## src/rtl/pipeline_pkg.sv

```systemverilog
// Shared types for the instruction/data memory arbiter.
// Holds FSM state and grant encodings plus the round-robin pick helper.
package pipeline_pkg;

    typedef enum logic [1:0] {
        IDLE  = 2'd0,
        IBUSY = 2'd1,
        DBUSY = 2'd2
    } arb_state_t;

    typedef enum logic {
        GNT_I = 1'b0,
        GNT_D = 1'b1
    } gnt_t;

    // On a tie the port that was not granted last time wins.
    function automatic gnt_t rr_pick(input logic i_pend, input logic d_pend, input gnt_t last);
        if (i_pend && d_pend) begin
            return (last == GNT_I) ? GNT_D : GNT_I;
        end else if (d_pend) begin
            return GNT_D;
        end else begin
            return GNT_I;
        end
    endfunction

endpackage

```

## src/rtl/arb_timer.sv

```systemverilog
// Backend wait counter: cleared on grant, counts busy cycles without acknowledge.
// expired flags the cycle that is the TIMEOUT-th consecutive cycle without acknowledge.
module arb_timer #(
    parameter int TIMEOUT = 255
) (
    input  logic clk,
    input  logic reset,
    input  logic clr,
    input  logic en,
    output logic expired
);

    localparam int CW = (TIMEOUT < 2) ? 1 : $clog2(TIMEOUT);
    localparam logic [CW-1:0] LAST = CW'(TIMEOUT - 1);

    logic [CW-1:0] r_count;

    assign expired = en && (r_count == LAST);

    always_ff @(posedge clk) begin
        if (reset || clr) begin
            r_count <= '0;
        end else if (en) begin
            r_count <= r_count + 1'b1;
        end
    end

endmodule

```

## src/rtl/mem_arbiter.sv

```systemverilog
// Arbitrates instruction fetch and data accesses onto one backend memory port,
// with round-robin tie-break and a sticky timeout error.
//
// state | meaning
// IDLE  | no access outstanding; grant a pending request
// IBUSY | fetch access on the backend, waiting for MemAck
// DBUSY | data access on the backend, waiting for MemAck
module mem_arbiter
    import pipeline_pkg::*;
#(
    parameter int TIMEOUT = 255,
    parameter int XLEN    = 32
) (
    input  logic            clk,
    input  logic            reset,
    input  logic            IReq,
    input  logic [XLEN-1:0] IAddr,
    output logic [XLEN-1:0] IRdata,
    output logic            IValid,
    input  logic            DReq,
    input  logic            DWe,
    input  logic [XLEN-1:0] DAddr,
    input  logic [XLEN-1:0] DWdata,
    output logic [XLEN-1:0] DRdata,
    output logic            DValid,
    output logic            MemReq,
    output logic            MemWe,
    output logic [XLEN-1:0] MemAddr,
    output logic [XLEN-1:0] MemWdata,
    input  logic [XLEN-1:0] MemRdata,
    input  logic            MemAck,
    output logic            StallF,
    output logic            StallM,
    output logic            Err
);

    arb_state_t      r_state;
    gnt_t            r_last_gnt;
    logic            r_mem_req;
    logic            r_mem_we;
    logic [XLEN-1:0] r_mem_addr;
    logic [XLEN-1:0] r_mem_wdata;
    logic [XLEN-1:0] r_irdata;
    logic [XLEN-1:0] r_drdata;
    logic            r_ivalid;
    logic            r_dvalid;
    logic            r_err;

    logic            w_i_pend;
    logic            w_d_pend;
    logic            w_grant;
    gnt_t            w_pick;
    logic            w_busy;
    logic            w_tmr_en;
    logic            w_expired;

    // A request completing this cycle is not pending, so it cannot be regranted.
    assign w_i_pend = IReq && !r_ivalid;
    assign w_d_pend = DReq && !r_dvalid;
    assign w_grant  = (r_state == IDLE) && (w_i_pend || w_d_pend);
    assign w_pick   = rr_pick(w_i_pend, w_d_pend, r_last_gnt);
    assign w_busy   = (r_state == IBUSY) || (r_state == DBUSY);
    assign w_tmr_en = w_busy && !MemAck;

    arb_timer #(
        .TIMEOUT (TIMEOUT)
    ) u_timer (
        .clk     (clk),
        .reset   (reset),
        .clr     (w_grant),
        .en      (w_tmr_en),
        .expired (w_expired)
    );

    always_ff @(posedge clk) begin
        if (reset) begin
            r_state     <= IDLE;
            r_last_gnt  <= GNT_I;
            r_mem_req   <= 1'b0;
            r_mem_we    <= 1'b0;
            r_mem_addr  <= '0;
            r_mem_wdata <= '0;
            r_irdata    <= '0;
            r_drdata    <= '0;
            r_ivalid    <= 1'b0;
            r_dvalid    <= 1'b0;
            r_err       <= 1'b0;
        end else begin
            r_ivalid <= 1'b0;
            r_dvalid <= 1'b0;
            case (r_state)
                IDLE: begin
                    if (w_grant) begin
                        r_last_gnt <= w_pick;
                        r_mem_req  <= 1'b1;
                        if (w_pick == GNT_D) begin
                            r_state     <= DBUSY;
                            r_mem_we    <= DWe;
                            r_mem_addr  <= DAddr;
                            r_mem_wdata <= DWdata;
                        end else begin
                            r_state     <= IBUSY;
                            r_mem_we    <= 1'b0;
                            r_mem_addr  <= IAddr;
                            r_mem_wdata <= '0;
                        end
                    end
                end
                IBUSY: begin
                    if (MemAck) begin
                        r_irdata  <= MemRdata;
                        r_ivalid  <= 1'b1;
                        r_mem_req <= 1'b0;
                        r_state   <= IDLE;
                    end else if (w_expired) begin
                        r_irdata  <= '0;
                        r_ivalid  <= 1'b1;
                        r_err     <= 1'b1;
                        r_mem_req <= 1'b0;
                        r_state   <= IDLE;
                    end
                end
                DBUSY: begin
                    if (MemAck) begin
                        // Stores complete without disturbing the last load value.
                        if (!r_mem_we) begin
                            r_drdata <= MemRdata;
                        end
                        r_dvalid  <= 1'b1;
                        r_mem_req <= 1'b0;
                        r_state   <= IDLE;
                    end else if (w_expired) begin
                        r_drdata  <= '0;
                        r_dvalid  <= 1'b1;
                        r_err     <= 1'b1;
                        r_mem_req <= 1'b0;
                        r_state   <= IDLE;
                    end
                end
                default: begin
                    r_mem_req <= 1'b0;
                    r_state   <= IDLE;
                end
            endcase
        end
    end

    assign IRdata   = r_irdata;
    assign IValid   = r_ivalid;
    assign DRdata   = r_drdata;
    assign DValid   = r_dvalid;
    assign MemReq   = r_mem_req;
    assign MemWe    = r_mem_we;
    assign MemAddr  = r_mem_addr;
    assign MemWdata = r_mem_wdata;
    assign Err      = r_err;
    assign StallF   = IReq && !r_ivalid;
    assign StallM   = DReq && !r_dvalid;

endmodule

```

## config.mk

```make
export PLATFORM = sky130hd
export DESIGN_NAME = mem_arbiter
export DESIGN_NICKNAME = d
export VERILOG_FILES = /design/src/rtl/pipeline_pkg.sv /design/src/rtl/arb_timer.sv /design/src/rtl/mem_arbiter.sv
export SDC_FILE = /design/constraint.sdc
export NUM_CORES = 1
export LEC_CHECK = 0
export ABC_AREA = 1
export BUFFER_PORTS_ARGS = -buffer_cell sky130_fd_sc_hd__buf_2
export CAP_MARGIN = 20
export CORE_UTILIZATION = 30
export DETAILED_ROUTE_END_ITERATION = 7
export GPL_TIMING_DRIVEN = 1
export PLACE_DENSITY = 0.69
export SLEW_MARGIN = 20
export SYNTH_ARGS = -nofsm -noshare
export SYNTH_HDL_FRONTEND = slang
export SYNTH_HIERARCHICAL = 1
export SYNTH_SLANG_ARGS = --single-unit
```

## constraint.sdc

```tcl
create_clock -name clk -period 2 [get_ports clk]
set_input_delay 0.1 -clock clk [delete_from_list [all_inputs] [get_ports clk]]
set_output_delay 0.1 -clock clk [all_outputs]
set_load 0.03 [all_outputs]
```

# [Word-level counts from Yosys, hierarchy flattened]
# Cells that the tools add are included.
[word_totals] register_bits=144 input_bits=134 elab_cells=65
[op_classes] n_addsub=1 eq_ne=6 mux=21 n_bitwise=3 n_reduce_logical=22
[ops] op="$mux W32" n=6
[ops] op="$mux W1" n=9
[ops] op="$add A8 B1 Y8 const B" n=1
[ops] op="$eq A8 B8 Y1 const B" n=1
[ops] op="$mux W2" n=4
[ops] op="$logic_and A1 B1 Y1" n=6
[ops] op="$reduce_and A2 Y1" n=3
[ops] op="$reduce_and A3 Y1" n=2
[ops] op="$reduce_or A2 Y1" n=3
[ops] op="$pmux W2 S2" n=1
[ops] op="$logic_not A1 Y1" n=3
[ops] op="$logic_or A1 B1 Y1" n=3
[ops] op="$ne A3 B1 Y1 const B" n=1
[ops] op="$not A1 Y1" n=3
[ops] op="$eq A2 B1 Y1 const B" n=1
[ops] op="$eq A2 B2 Y1 const B" n=1
[ops] op="$logic_not A2 Y1" n=1
[ops] op="$ne A2 B1 Y1 const B" n=1
[ops] op="$ne A2 B2 Y1 const B" n=1
[ops] op="$pmux W1 S2" n=1
[ops] op="$reduce_bool A2 Y1" n=1

# [Depth between registers and ports, before layout]
# Gate-level depths: netlist of the first run.
[depth] depth_word=7 ltp_mapped=14

# [By module]
# Netlist of the first run, hierarchy kept.
[modules_own_cells] module="mem_arbiter" instances=1 cells_each=818 area_per_inst_um2=5686.7
[modules_own_cells] module="arb_timer" instances=1 cells_each=52 area_per_inst_um2=394.1

# [Least setup slack after synthesis of the first run]
# OpenSTA, ideal clock, no wires.
[synth_timing] path_type="flip-flop to flip-flop" from="register r_state[0]" to="register r_drdata[10], in the netlist DRdata[10]" setup_time_ns=0.070 arrival_ns=1.944 required_time_ns=1.930 slack_ns=-0.014 path_stages_with_launch=15 path_buffers=2 path_cell_list="dfxtp_1 inv_1 ha_1 inv_1 nor2_1 buf_4 nand4_1 nor3_1 nor2_1 inv_2 nand3_2 inv_2 buf_2 nand2_1 a21oi_1"
[synth_via] elab_chain_len=6
[synth_lines] element="start: declaration" line="mem_arbiter.sv:37" text="arb_state_t r_state;"
[synth_lines] element="start signal: assignment" line="mem_arbiter.sv:77" text="r_state <= IDLE;"
[synth_lines] element="start signal: assignment" line="mem_arbiter.sv:97" text="r_state <= DBUSY;"
[synth_lines] element="start signal: assignment" line="mem_arbiter.sv:102" text="r_state <= IBUSY;"
[synth_lines] element="$eq A2 B1 Y1 / $eq A2 B2 Y1 (equally long branches)" line="mem_arbiter.sv:62" text="assign w_busy = (r_state == IBUSY) || (r_state == DBUSY);"
[synth_lines] element="$logic_or A1 B1 Y1 *" line="mem_arbiter.sv:62"
[synth_lines] element="$logic_and A1 B1 Y1 *" line="mem_arbiter.sv:63" text="assign w_tmr_en = w_busy && !MemAck;"
[synth_lines] element="named net w_tmr_en" line="mem_arbiter.sv:54" text="logic w_tmr_en;"
[synth_lines] element="$logic_and A1 B1 Y1 *" line="arb_timer.sv:18" text="assign expired = en && (r_count == LAST);"
[synth_lines] element="named net w_expired" line="mem_arbiter.sv:55" text="logic w_expired;"
[synth_lines] element="$reduce_bool A2 Y1 (no source line) *"
[synth_lines] element="$reduce_and A3 Y1 (no source line) *"
[synth_lines] element="end signal: assignment" line="mem_arbiter.sv:127" text="r_drdata <= MemRdata;"
[synth_lines] element="end: declaration" line="mem_arbiter.sv:44" text="logic [XLEN-1:0] r_drdata;"
# Mark *: on every way through the listed nets, which the timed path passes. The rest lies on a longest branch.
# A chain may end at the register's enable or synchronous reset.

# [Worst setup path after layout of the first run]
[layout_timing] from="register r_state[0]" to="register r_drdata[8], in the netlist DRdata[8]"
# The elaborated chain is that of the path after synthesis.

==> results of run 1 <==
## layout by cell type (no fill, tap or decap), types with 6 or more instances in the layout
cell type,count
a21oi_1,135
a21oi_2,6
buf_2,267
buf_4,16
clkbuf_16,19
dfxtp_1,142
dlygate4sd3_1,73
inv_1,109
inv_2,6
nand2_1,307
nand2_2,6
nand3_1,70
nor2_1,10
## cells by family after synthesis
family	after synthesis	share of synthesized area [%]
adders and majority gates	5	1.029
DFF	144	47.41
and+or+nand+nor	404	27.59
AOI/OAI and AO/OA	146	12.20
buffers and inverters	171	11.77
## power groups by stage
stage          clock network, mW  registers [mW]  logic (mW)
6_report                    2.97            3.19        1.95
5_1_grt                     3.21            3.21        2.12
4_1_cts                     3.09            3.19        1.87
3_5_place_dp                   0            3.25        1.74
3_3_place_gp                   0            3.24        1.74
2_1_floorplan                  0            3.66       0.780
## Yosys cell counts
| cell type | instances |
|---|---|
| nand2_1 | 309 |
| dfxtp_1 | 144 |
| a21oi_1 | 141 |
| inv_1 | 112 |
| nand3_1 | 70 |
| buf_2 | 23 |
| clkbuf_1 | 15 |
| nor2_1 | 11 |
| buf_4 | 10 |
| buf_1 | 6 |
| ha_1 | 5 |
| inv_2 | 4 |
| nand2_2 | 4 |
| nand3_2 | 3 |
| o21ai_0 | 3 |
| nand2_4 | 2 |
| nand4_1 | 2 |
| a21oi_4 | 1 |
| buf_6 | 1 |
| nor2_4 | 1 |
| nor2_8 | 1 |
| nor3_1 | 1 |
| o21ai_1 | 1 |
## state kept, by name, indices dropped and copies added (netlist names)
signal and flops:
DRdata 32, IRdata 32, MemAddr 32, MemWdata 32, u_timer/r_count 8, r_state 2, DValid 1, Err 1
IValid 1, MemReq 1, MemWe 1, r_last_gnt 1
## critical path, stage by stage, from the launching register on
cell,delay (ps)
dfxtp_2,350
inv_2,60
ha_4,250
inv_2,30
nor2_2,120
nand4_1,110
nor3_2,190
nor2_1,80
inv_2,90
nand3_4,130
buf_12,210
nand2_1,100
a21oi_2,60
## area by class of cell
class	instances	area [um2]
inverter	116	442.9
clock buffer	20	436.7
sequential	144	2885
clock inverter	12	108.9
tap	265	331.6
multi-input combinational	555	2537
timing repair buffer	368	2394
fill	1998	10520
## stage by stage
stage	hold slack [ps]	total power, mW	cell area, um2	setup WS [ps]	cells
2_1_floorplan	242.7	4.436	6086	53.34	870
3_3_place_gp	350.1	4.976	7674	112.3	1367
3_5_place_dp	354.2	4.994	7674	20.16	1367
4_1_cts	0.1949	8.155	8950	22.19	1472
5_1_grt	12.66	8.544	9136	-62.05	1480
6_report	21.03	8.108	9136	85.60	1480
## per-layer routing
| layer | global-route usage (%) | part of all wire (%) |
|---|---|---|
| met2 | 30.64 | 48 |
| met5 | 0 | 0 |
| met1 | 20.23 | 42 |
| met4 | 6.759 | 1.8 |
| met3 | 5.199 | 8.5 |
## repair_timing
| action | 4_1_cts | 5_1_grt |
|---|---|---|
| hold buffers | 73 | 0 |
| hold endpoints to repair | 68 | 0 |
| endpoints found under the setup margin | 0 | 42 |
| setup buffers | 0 | 5 |
| gates resized for setup | 0 | 26 |
## worst paths after layout
kind | endpoint | slack, ps
min reg2reg | Err | 440
max | DRdata[8] | 90
max reg2reg | DRdata[8] | 90
min | MemAddr[0] | 20
==> impl_metrics.ini, run 1 <==
[logic_synthesis]
syn_inst = 870
post_synth.cell_area_avg_um2 = 6.989
synth.distinct_cells = 23
syn_area_um2 = 6081
yosysSeqAreaShare_pct = 47.41
synth_top_area_share_pct = 47.41
synth.yosys.warnings = 6
synth_seq_cells = 144
yosys.area.top_type = dfxtp_1
synthTopCellsByArea = dfxtp_1, nand2_1, a21oi_1
synth_nets = 1009

[setup_path]
worstSetupPathType = flip-flop to flip-flop
r2r-start = r_state[0]
crit_path_end_kind = flip-flop
startpoint = r_state[0]
worstSetupStartpointType = flip-flop
r2r_cells = 12
arrival_ps = 2190
required_ps = 2280
path_max_fanout = 29

[power_and_ir_drop]
p_per_area_nw_per_um2 = 887.4
pwr-share-clk_pct = 36.7
p_leak_nw = 4.626
power_frac_seq_pct = 39.3
intPower_mw = 5.498
combPwrFrac_pct = 24.0
ir_drop_mv = 0.5923
switching_share_pct = 32.19
netSwitchingPower_mw = 2.610

[cells_and_area]
finalNetCount = 1341
drive_gt1_share_pct = 29.30
area_growth_pct = 50.25
antenna_cells = 0
fin_util_pct = 46.49

[timing]
timing.final.crit_share_pct = 95.72
fin_skew_ps = 11.32
worst_slew_pin_slew_ps = 642.4
setup_violations = 0
maxSlewViolCount = 0
hold_viol = 0
slew_headroom_pct = 57.18
max_freq_ghz = 0.5224
rsz0062_at_grt = true
setup_tns_ps = 0
final.min_clock_period_ps = 1914

[hold_path]
hp-class = input port to flip-flop
worstHoldStart = DAddr[0]
hold_depth = 5

[clock_network]
cts_tree = done
clk_latency_ps = 420
cts_root_buf = clkbuf_16
path_clk_slew_ps = 60
numCtsBuffers = 17
cts_sinks = 144
cts_buffer_depth = 2
h-tree-depth = 4

[die]
die_x_um = 144.4
rows = 51
die_height_um = 144.4
pin_count = 269
die-area_um2 = 20840
initial_core_util_pct = 30.94
coreArea_um2 = 19650

[run_status]
status = finished clean

[route]
drt_iter0_markers = 296
dr.pass1.iters = 5
via_per_inst = 4.457
ant_nets = 0
drc = 0
vias = 6597
wl_per_cell_um = 13.43
wl_um = 19880

[grt]
grt_max_degree = 137
grt_pass1_wl_um = 28480
antenna_found_initial = 0
grt_usage_pct = 17.63
grt_pass1_vias = 5882
overflow = 0

[placement]
gp_congestion = 0.7632
place.port_buffers = 268
hpwl_um = 12540

[flow_run]
drv_cap = 0
Note: power is estimated with default switching activity, not from simulation.
==> run 2: changes to the inputs <==
- REMOVE_ABC_BUFFERS: unset -> 1
==> run 2 against run 1 <==
- global-route usage decreased by 0.45 points
- final cell count decreased by 0.95%
- worst setup slack got worse by 33 ps
- sequential share of layout area increased by 0.056 points
- via count decreased by 0.59%
- critical endpoint is now DRdata[23]
- core utilization decreased by 0.083 points
- count of clock-buffer cells in the layout unchanged
- combinational power decreased by 2%
- register-to-register slack got worse by 30 ps
- flip-flop and latch count unchanged
- critical path type unchanged
- clock skew increased by 3.7 ps
==> impl_metrics.ini, run 2 (synthesized netlist as in run 1, its figures left out) <==
[run_status]
status = finished clean

[grt]
overflow = 0
antenna_found_initial = 2
grt_pass1_vias = 5933
grt_max_degree = 56
grt_pass1_wl_um = 28270
grt_usage_pct = 17.17

[clock_network]
numCtsBuffers = 17
cts_tree = done
clk_latency_ps = 410
cts_root_buf = clkbuf_16
cts_buffer_depth = 2
h-tree-depth = 4
cts_sinks = 144
path_clk_slew_ps = 60

[die]
initial_core_util_pct = 30.94
rows = 51
coreArea_um2 = 19650
pin_count = 269
die_height_um = 144.4
die-area_um2 = 20840
die_x_um = 144.4

[timing]
setup_violations = 0
maxSlewViolCount = 0
worst_slew_pin_slew_ps = 465.2
final.min_clock_period_ps = 1947
rsz0062_at_grt = true
fin_skew_ps = 14.98
max_freq_ghz = 0.5136
slew_headroom_pct = 68.87
timing.final.crit_share_pct = 97.36
hold_viol = 0
setup_tns_ps = 0

[placement]
gp_congestion = 0.7891
placed_area_um2 = 7676
post-place-cells = 1363
hpwl_um = 12270
place.port_buffers = 268

[power_and_ir_drop]
power_frac_seq_pct = 38.3
ir_drop_mv = 0.5450
intPower_mw = 5.728
combPwrFrac_pct = 22.9
p_per_area_nw_per_um2 = 913.6
switching_share_pct = 31.26
pwr-share-clk_pct = 38.8
netSwitchingPower_mw = 2.605
p_leak_nw = 4.669

[setup_path]
required_ps = 2330
arrival_ps = 2280
worstSetupPathType = flip-flop to flip-flop
worstSetupStartpointType = flip-flop
crit_path_end_kind = flip-flop
path_max_fanout = 8

[route]
wl_per_cell_um = 13.19
dr.pass1.iters = 5
vias = 6558
wl_um = 19340
ant_nets = 0
drc = 0
via_per_inst = 4.473
drt_iter0_markers = 222

[cells_and_area]
final_cell_mix = nand2_1, buf_2, dfxtp_1, a21oi_1, inv_1
drive_gt1_share_pct = 30.28
final_cell_count_no_fill = 1466
finalNetCount = 1325
final_cell_area_um2 = 9120
area_growth_pct = 49.98
final_common_cell = nand2_1

[hold_path]
hp-class = input port to flip-flop

[flow_run]
drv_cap = 0
## run 2: per-stage QoR
step	hold slack [ps]	total power [mW]	util, %	worst slack, ps
global placement	348.7	4.981	39.06	125.2
detailed placement	353.5	5.000	39.06	-25.49
floorplan	169.1	4.307	-	-661.8
global route	19.09	8.750	46.40	-79.76
CTS	3.283	8.353	45.21	10.20
finish	23.84	8.332	46.40	52.77
## run 2: area by class of cell
class	instances	area, um2
repair buffers	352	2253
clock inverters	12	157.7
fillers	1984	10530
diodes	2	5.005
inverters	116	442.9
clock buffers	20	436.7
well taps	265	331.6
multi-input cells	555	2608
flip-flops and latches	144	2885
## run 2: repair_timing
| action | CTS | global route |
|---|---|---|
| buffers inserted | 0 | 5 |
| pin swaps | 0 | 12 |
| hold endpoints to repair | 61 | 0 |
| hold buffers | 61 | 0 |
| cloned | 0 | 3 |
| gates resized for setup | 1 | 37 |
| setup endpoints to repair | 32 | 67 |
## run 2: power groups by stage
stage / Clock (mW) / Combinational, mW / Sequential [mW]
detailed placement: 0 / 1.75 / 3.25
finish: 3.23 / 1.91 / 3.19
global placement: 0 / 1.74 / 3.25
global route: 3.45 / 2.08 / 3.22
floorplan: 0 / 0.651 / 3.66
CTS: 3.32 / 1.84 / 3.19
## run 2: path summary, 6_finish.rpt
path	start	endpoint	slack (ps)	depth (start not counted)
min	IAddr[22]	MemAddr[22]	20	5
max reg2reg	r_state[1]	DRdata[23]	50	13
min reg2reg	IRdata[1]	IRdata[1]	460	2
max	r_state[1]	DRdata[23]	50	13
## run 2: critical path: stages (launching register included)
cell       delay (ps)
dfxtp_2           350
inv_2              60
ha_4              260
inv_2              40
nor2_4            100
nand4_1            90
nor3_2            210
nor2_1             90
inv_2             100
nand3_4           110
inv_8             110
clkbuf_16         180
nand2_4            50
a21oi_2           120
## run 2: metal layers
layer	vias up	GRT usage [%]	share of wire [%]
met1	3021	20.06	42
met4	0	7.036	2.0
met2	181	30.31	51
li1	3330	-	-
met5	-	0	0
met3	26	3.642	4.6
